### src/rtl/dmem_pkg.sv
// rtl/dmem_pkg.sv - shared constants, port id, pipeline stage structs and arbiter pointer enum
package dmem_pkg;

  localparam int DMEM_ADDR_W = 32;
  localparam int DMEM_DATA_W = 32;
  localparam int DMEM_MEM_AW = 7;

  typedef logic port_id_t;

  typedef enum logic {
    PRI0 = 1'b0,
    PRI1 = 1'b1
  } arb_ptr_e;

  // we/re are stored already masked by err, so they can drive the memory directly
  typedef struct packed {
    logic                   vld;
    port_id_t               port;
    logic                   we;
    logic                   re;
    logic [DMEM_MEM_AW-1:0] idx;
    logic [DMEM_DATA_W-1:0] wdata;
    logic                   err;
  } s1_t;

  typedef struct packed {
    logic     vld;
    port_id_t port;
    logic     err;
    logic     had_re;
  } s2_t;

endpackage

### src/rtl/dmem_rr_arb2.sv
// rtl/dmem_rr_arb2.sv - 2-way grant; round-robin when DMEM_ARB_RR_EN is defined, else port 0 fixed priority
module dmem_rr_arb2
  import dmem_pkg::*;
(
  input  logic       clk,
  input  logic       rst_n,
  input  logic [1:0] i_valid,
  output logic [1:0] o_grant
);

`ifdef DMEM_ARB_RR_EN
  arb_ptr_e r_ptr;

  always_comb begin
    o_grant = i_valid;
    if (i_valid == 2'b11) o_grant = (r_ptr == PRI0) ? 2'b01 : 2'b10;
  end

  // The pointer only moves on contention, so a lone requester never spends the other port's turn.
  always_ff @(posedge clk or negedge rst_n) begin
    if (!rst_n) begin
      r_ptr <= PRI0;
    end else if (i_valid == 2'b11) begin
      r_ptr <= (r_ptr == PRI0) ? PRI1 : PRI0;
    end
  end
`else
  logic w_unused;
  assign w_unused = clk ^ rst_n;

  always_comb begin
    o_grant = i_valid;
    if (i_valid[0]) o_grant = 2'b01;
  end
`endif

endmodule

### src/rtl/dmem_port_arbiter.sv
// rtl/dmem_port_arbiter.sv - two-requester arbiter and command/response pipeline for the 128x32 data memory (DMEM_ARB_RR_EN selects round-robin)
module dmem_port_arbiter
  import dmem_pkg::*;
#(
  parameter int ADDR_W = DMEM_ADDR_W,
  parameter int DATA_W = DMEM_DATA_W,
  parameter int MEM_AW = DMEM_MEM_AW
) (
  input  logic              clk,
  input  logic              rst_n,
  input  logic [1:0]        req_valid,
  input  logic [1:0]        req_we,
  input  logic [1:0]        req_re,
  input  logic [ADDR_W-1:0] req_addr0,
  input  logic [ADDR_W-1:0] req_addr1,
  input  logic [DATA_W-1:0] req_wdata0,
  input  logic [DATA_W-1:0] req_wdata1,
  output logic [1:0]        req_ready,
  output logic [1:0]        rsp_valid,
  output logic              rsp_err,
  output logic [DATA_W-1:0] rsp_rdata,
  output logic [MEM_AW-1:0] mem_addr,
  output logic              mem_we,
  output logic              mem_re,
  output logic [DATA_W-1:0] mem_wdata,
  input  logic [DATA_W-1:0] mem_rdata
);

  logic [1:0]        w_grant;
  logic              w_fire;
  port_id_t          w_port;
  logic [ADDR_W-1:0] w_addr;
  logic              w_err;
  s1_t               r_s1;
  s2_t               r_s2;

  dmem_rr_arb2 u_arb (
    .clk     (clk),
    .rst_n   (rst_n),
    .i_valid (req_valid),
    .o_grant (w_grant)
  );

  assign req_ready = rst_n ? w_grant : 2'b00;
  assign w_fire    = |req_ready;
  assign w_port    = req_ready[1];
  assign w_addr    = w_port ? req_addr1 : req_addr0;
  assign w_err     = (w_addr[1:0] != 2'b00) || (w_addr[ADDR_W-1:MEM_AW+2] != '0);

  always_ff @(posedge clk or negedge rst_n) begin
    if (!rst_n) begin
      r_s1 <= '0;
    end else if (w_fire) begin
      r_s1.vld   <= 1'b1;
      r_s1.port  <= w_port;
      r_s1.we    <= req_we[w_port] & ~w_err;
      r_s1.re    <= req_re[w_port] & ~w_err;
      r_s1.idx   <= w_addr[MEM_AW+1:2];
      r_s1.wdata <= w_port ? req_wdata1 : req_wdata0;
      r_s1.err   <= w_err;
    end else begin
      r_s1.vld <= 1'b0;
      r_s1.we  <= 1'b0;
      r_s1.re  <= 1'b0;
    end
  end

  always_ff @(posedge clk or negedge rst_n) begin
    if (!rst_n) begin
      r_s2 <= '0;
    end else begin
      r_s2.vld    <= r_s1.vld;
      r_s2.port   <= r_s1.port;
      r_s2.err    <= r_s1.err;
      r_s2.had_re <= r_s1.re;
    end
  end

  assign mem_addr  = r_s1.idx;
  assign mem_we    = r_s1.we;
  assign mem_re    = r_s1.re;
  assign mem_wdata = r_s1.wdata;

  // had_re is clear for error slots, which forces the zero read data they must return.
  assign rsp_valid = r_s2.vld ? (r_s2.port ? 2'b10 : 2'b01) : 2'b00;
  assign rsp_err   = r_s2.vld & r_s2.err;
  assign rsp_rdata = r_s2.had_re ? mem_rdata : '0;

endmodule

### config.mk
export PLATFORM = sky130hd
export DESIGN_NAME = dmem_port_arbiter
export DESIGN_NICKNAME = d
export VERILOG_FILES = /design/src/rtl/dmem_pkg.sv /design/src/rtl/dmem_rr_arb2.sv /design/src/rtl/dmem_port_arbiter.sv
export SDC_FILE = /design/constraint.sdc
export NUM_CORES = 1
export LEC_CHECK = 0
export CORE_ASPECT_RATIO = 1.2
export CORE_MARGIN = 1.5
export CORE_UTILIZATION = 31
export DETAILED_ROUTE_END_ITERATION = 6
export GPL_ROUTABILITY_DRIVEN = 0
export GPL_TIMING_DRIVEN = 0
export PLACE_DENSITY = 0.78
export SLEW_MARGIN = 15
export SYNTH_ARGS = -nofsm -noshare
export SYNTH_HDL_FRONTEND = slang
export SYNTH_SLANG_ARGS = --single-unit
### constraint.sdc
create_clock -name clk -period 1.7 [get_ports clk]
set_clock_uncertainty 0.1 [all_clocks]
set_input_delay 0.51 -clock clk [delete_from_list [all_inputs] [get_ports clk]]
set_output_delay 0.51 -clock clk [all_outputs]
set_load 0.01 [all_outputs]
### After elaboration in Yosys (flattened, before gate mapping)

Cells that the tools add are included.

| storage, ports and cells | value |
|---|---|
| input bits | 168 |
| logic and storage cells | 33 |
| output and inout bits | 78 |
| register bits after elaboration | 48 |

| operators by class | value |
|---|---|
| muxes and demuxes | 13 |
| $lt $le $gt $ge | 1 |
| reductions and logical operators | 4 |
| bitwise logic cells | 4 |

Operator list:

| kind | number |
|---|---|
| $mux W32 | 3 |
| $reduce_bool A23 Y1 | 1 |
| $mux W2 | 5 |
| $mux W1 | 5 |
| $and A1 B1 Y1 | 3 |
| $lt A1 B2 Y1 const B | 1 |
| $reduce_bool A2 Y1 | 1 |
| $reduce_or A2 Y1 | 1 |
| $logic_or A1 B1 Y1 | 1 |
| $not A1 Y1 | 1 |

### Longest topological paths before layout

| logic depth | value |
|---|---|
| depth after elaboration | 8 |
| gate-level depth with buffers | 6 |
| gate-level depth less buffers | 4 |

### Modules after synthesis

From an unflattened synthesis, not the netlist that was laid out.

| unflattened totals | value |
|---|---|
| cells, all modules | 290 |
| area, all modules | 2732.6 µm² |

Modules (own cells, without submodules):

| module | instances | area each (µm²) | cells an instance | sequential area each (µm²) |
|---|---|---|---|---|
| dmem_port_arbiter | 1 | 2711.4 | 288 | 1201.2 |
| dmem_rr_arb2 | 1 | 21.3 | 2 | 0.0 |

### Least setup slack after synthesis

Ideal clock, no wire load.

| path | value |
|---|---|
| path type | input-to-reg |
| start | input port rst_n |
| end | register r_s1[0] (netlist bit) |
| path buffers | 2 |
| required time | 1.475 ns |
| slack | -0.095 ns |
| setup time | 0.125 ns |
| cell stages on the path | 6 |
| arrival | 1.570 ns |
| path through | buf_2 and3b_1 buf_6 nand4b_1 o22a_1 mux2_2 |

| between the ends | value |
|---|---|
| longest elaborated chain between the ends | 4 |
| elaborated cells on any way between the ends | 6 |
| those cells by class | 2 x mux; 4 x reduce/logical |

Ends and longest elaborated chain:

| element | RTL line | source |
|---|---|---|
| start: declaration | dmem_port_arbiter.sv:10 | `input logic rst_n,` |
| $mux W2 (*) | dmem_port_arbiter.sv:44 | `assign req_ready = rst_n ? w_grant : 2'b00;` |
| net req_ready[1] | dmem_port_arbiter.sv:18 | `output logic [1:0] req_ready,` |
| $mux W32 | dmem_port_arbiter.sv:47 | `assign w_addr = w_port ? req_addr1 : req_addr0;` |
| $reduce_bool A23 Y1 or $reduce_bool A2 Y1 (tied branches) | dmem_port_arbiter.sv:48 | `assign w_err = (w_addr[1:0] != 2'b00) \|\| (w_addr[ADDR_W-1:MEM_AW+2] != '0);` |
| $logic_or A1 B1 Y1 | dmem_port_arbiter.sv:48 |  |
| end: declaration | dmem_port_arbiter.sv:34 | `s1_t r_s1;` |

The timed path passes the listed nets; every way through them passes the cells marked *.
A chain may end at the register's enable or synchronous reset.

### Worst setup path after layout

| path | value |
|---|---|
| start | register r_s2[0] (netlist bit) |
| end | output port rsp_rdata[21] |

| between the ends | value |
|---|---|
| longest elaborated chain between the ends | 1 |

Ends and longest elaborated chain:

| element | RTL line | source |
|---|---|---|
| start: declaration | dmem_port_arbiter.sv:35 | `s2_t r_s2;` |
| $mux W32 | dmem_port_arbiter.sv:87 | `assign rsp_rdata = r_s2.had_re ? mem_rdata : '0;` |
| end: declaration | dmem_port_arbiter.sv:21 | `output logic [DATA_W-1:0] rsp_rdata,` |

Every way passes these cells.

==> reports/qor.yml <==
setup_path:
  critPathArrivalTime_ps: 1200
  worst_setup_path_start_kind: "flop"
  criticalPathCategory: "reg -> out"
  worstRegToRegCells: 2
  r2r_slack_ps: 750
  end_kind: "output pin"
  worstReg2RegStart: "mem_wdata[24]"
  required_ps: 1090
  worstReg2RegEnd: "mem_wdata[24]"
  cp_max_fo: 6
pwr:
  p_per_area_nw_per_um2: 567.2
  p_leak_nw: 2.793
  ir_worst_vdd_uv: 422.8
  p_total_w: 0.003236
floorplanning:
  fp.dieH_um: 105.0
  fp-row-count: 37
  initial_core_util_pct: 31.58
  core_sq_um: 8518
  die-area_sq_um: 9248
  boundaryPins: 246
  dieWidth_um: 88.04
layout:
  areaGrowthSynthToFinish_pct: 112.0
  diodes: 0
  drive_above_1_share_pct: 30.94
  stdcell_area_sq_um: 5704
  layout.nets: 697
logic_synthesis:
  synth_nets: 421
  ys_ff_latch: 48
  synth_area_sq_um: 2690
  yosys_warnings: 0
  ys_types: 20
  seq_area_frac_synth_pct: 44.65
  netlist_instances: 253
  syn_area_per_cell_sq_um: 10.63
timing:
  period_share_pct: 106.5
  min_period_ps: 1811
  slew_violations: 0
  setup_viol: 31
  fmax_mhz: 552.2
  maxSlewHeadroom_pct: 69.03
  final_hold_viol_count: 0
  grt_setup_unrepaired: "yes"
  layout_setup_ws_ps: -110.9
  worst_pin_slew_ps: 461.4
global_route:
  grt-ovfl-total: 0
  grt_pass1_wl_um: 16100
  grtUsageTotal_pct: 22.93
  grt_pass1_vias: 3216
  grt_max_degree: 16
  antenna_found_initial: 2
clock_network:
  ctsLongestPathBuffers: 2
  numCtsBuffers: 5
  hold_buffers: 0
  htreeDepth: 2
  clkSlewWorstSetupHoldPaths_ps: 90
  insertion_delay_ps: 290
  tritoncts: "yes"
  cts_sinks: 48
  cts_root_buf: "clkbuf_8"
route:
  viasPerCell: 4.811
  num_vias: 3113
  drcViolationCount: 0
  dr.first_iter.drc_count: 112
  wl_um: 11170
  firstDrtPassIters: 4
  wl_per_cell_um: 17.26
  drtAntennaViolNets: 0
placed_design:
  numPortBuffers: 244
  place_area_sq_um: 5308
  hpwl_um: 8738
outcome:
  status: "complete, but fails checks"
  violations: "negative setup slack"
min_path:
  hold_path_class: "in -> async"
run:
  cap_violations: 0
-- final cells by class --
| cell class | count | area (sq um) |
|---|---|---|
| Buffer | 60 | 440.4 |
| Clock buffer | 7 | 86.33 |
| Clock inverter | 1 | 7.507 |
| Fill cell | 723 | 2814 |
| Inverter | 1 | 3.754 |
| Multi-Input combinational cell | 143 | 1219 |
| Sequential cell | 48 | 1202 |
| Tap cell | 117 | 146.4 |
| Timing Repair Buffer | 270 | 2599 |
-- stage by stage --
step / util, % / hold slack [ps] / TNS (ps) / cells / setup slack [ps]
3_3_place_gp: 62.13 / 233.6 / -182460 / 614 / -2636
5_1_grt: 66.97 / 16.88 / -4181 / 647 / -162.5
4_1_cts: 65.01 / 14.63 / -3437 / 641 / -129.4
6_report: 66.97 / 19.14 / -2855 / 647 / -110.9
2_1_floorplan: - / 114.4 / -62.19 / 253 / -62.19
3_5_place_dp: 62.31 / 239.6 / -45460 / 615 / -1132
-- kinds of logic (layout without fill, tap and decap cells) --
family / Yosys count / in the layout / share of synthesized area (%)
muxes: 3 / 3 / 1.163
buffers and inverters: 62 / 339 / 14.65
AOI/OAI and AO/OA: 81 / 81 / 26.09
DFF: 48 / 48 / 44.65
and+or+nand+nor: 59 / 59 / 13.44
-- power breakdown --
| group | switching, W | internal (W) | total [W] |
|---|---|---|---|
| sequential | 0.0000683 | 0.00126 | 0.00133 |
| combinational | 0.000403 | 0.000801 | 0.00120 |
| clock | 0.000369 | 0.000331 | 0.000700 |
| total | 0.000839 | 0.00240 | 0.00324 |
-- per-layer routing --
layer  vias to the layer above  track usage [%]  wire length [um]
met4                         4            7.254               325
met2                       152            43.08              5966
met1                      1479            23.38              3767
li1                       1452                -                 -
met5                         -                0                34
met3                        26            7.109              1075
-- repair_timing --
action,CTS,global route
resized for setup,327,71
endpoints found under the setup margin,121,64
gates cloned,3,0
pin swaps,43,13
setup buffers,16,7
-- flip-flops by register name, indices dropped and copies added (netlist names) --
signal and count:
mem_addr 7, mem_re 1, mem_wdata 32, mem_we 1, r_s1 3, r_s2 4
-- cells in the final DEF, fill, tap and decap left out, drive strengths merged --
cell type and n:
a21oi 1, a22o 78, and2 35, and3b 1, buf 106, bufbuf 2
clkbuf 32, clkdlybuf4s15 35, clkdlybuf4s50 95, clkinvlp 1, dfrtp 48, dlygate4sd2 55
dlymetal6s2s 12, inv 1, mux2 1, mux2i 2, nand4 3, nand4b 1
nor2 3, nor2b 2, nor3 4, nor4 10, o21ai 1, o22a 1
-- worst max-delay path by stage --
stage	end	startpoint
3_3_place_gp	req_ready[1]	rst_n
5_1_grt	rsp_rdata[22]	r_s2[0]
6_report	rsp_rdata[21]	r_s2[0]
4_1_cts	rsp_rdata[9]	r_s2[0]
2_1_floorplan	r_s1[0]	rst_n
3_5_place_dp	req_ready[1]	rst_n
-- critical path: stages, from the launching register on --
cell and delay (ps):
dfrtp_2 470, clkbuf_8 160, and2_1 140, buf_2 140
-- synth_stat cells --
cell      number  area, sq um
a22o_1        78        683.2
dfrtp_1       48         1201
buf_4         40        300.3
and2_1        35        219.0
clkbuf_1      17        63.81
nor4_1        10        62.56
nor3_1         4        20.02
buf_2          3        15.01
nand4_1        3        18.77
nor2_1         3        11.26
mux2i_1        2        20.02
nor2b_1        2        12.51
a21oi_1        1        5.000
and3b_1        1        8.760
buf_6          1        11.26
inv_1          1        3.750
mux2_2         1        11.26
nand4b_1       1        8.760
o21ai_1        1        5.000
o22a_1         1        8.760
Power figures use the tool's default switching activity.
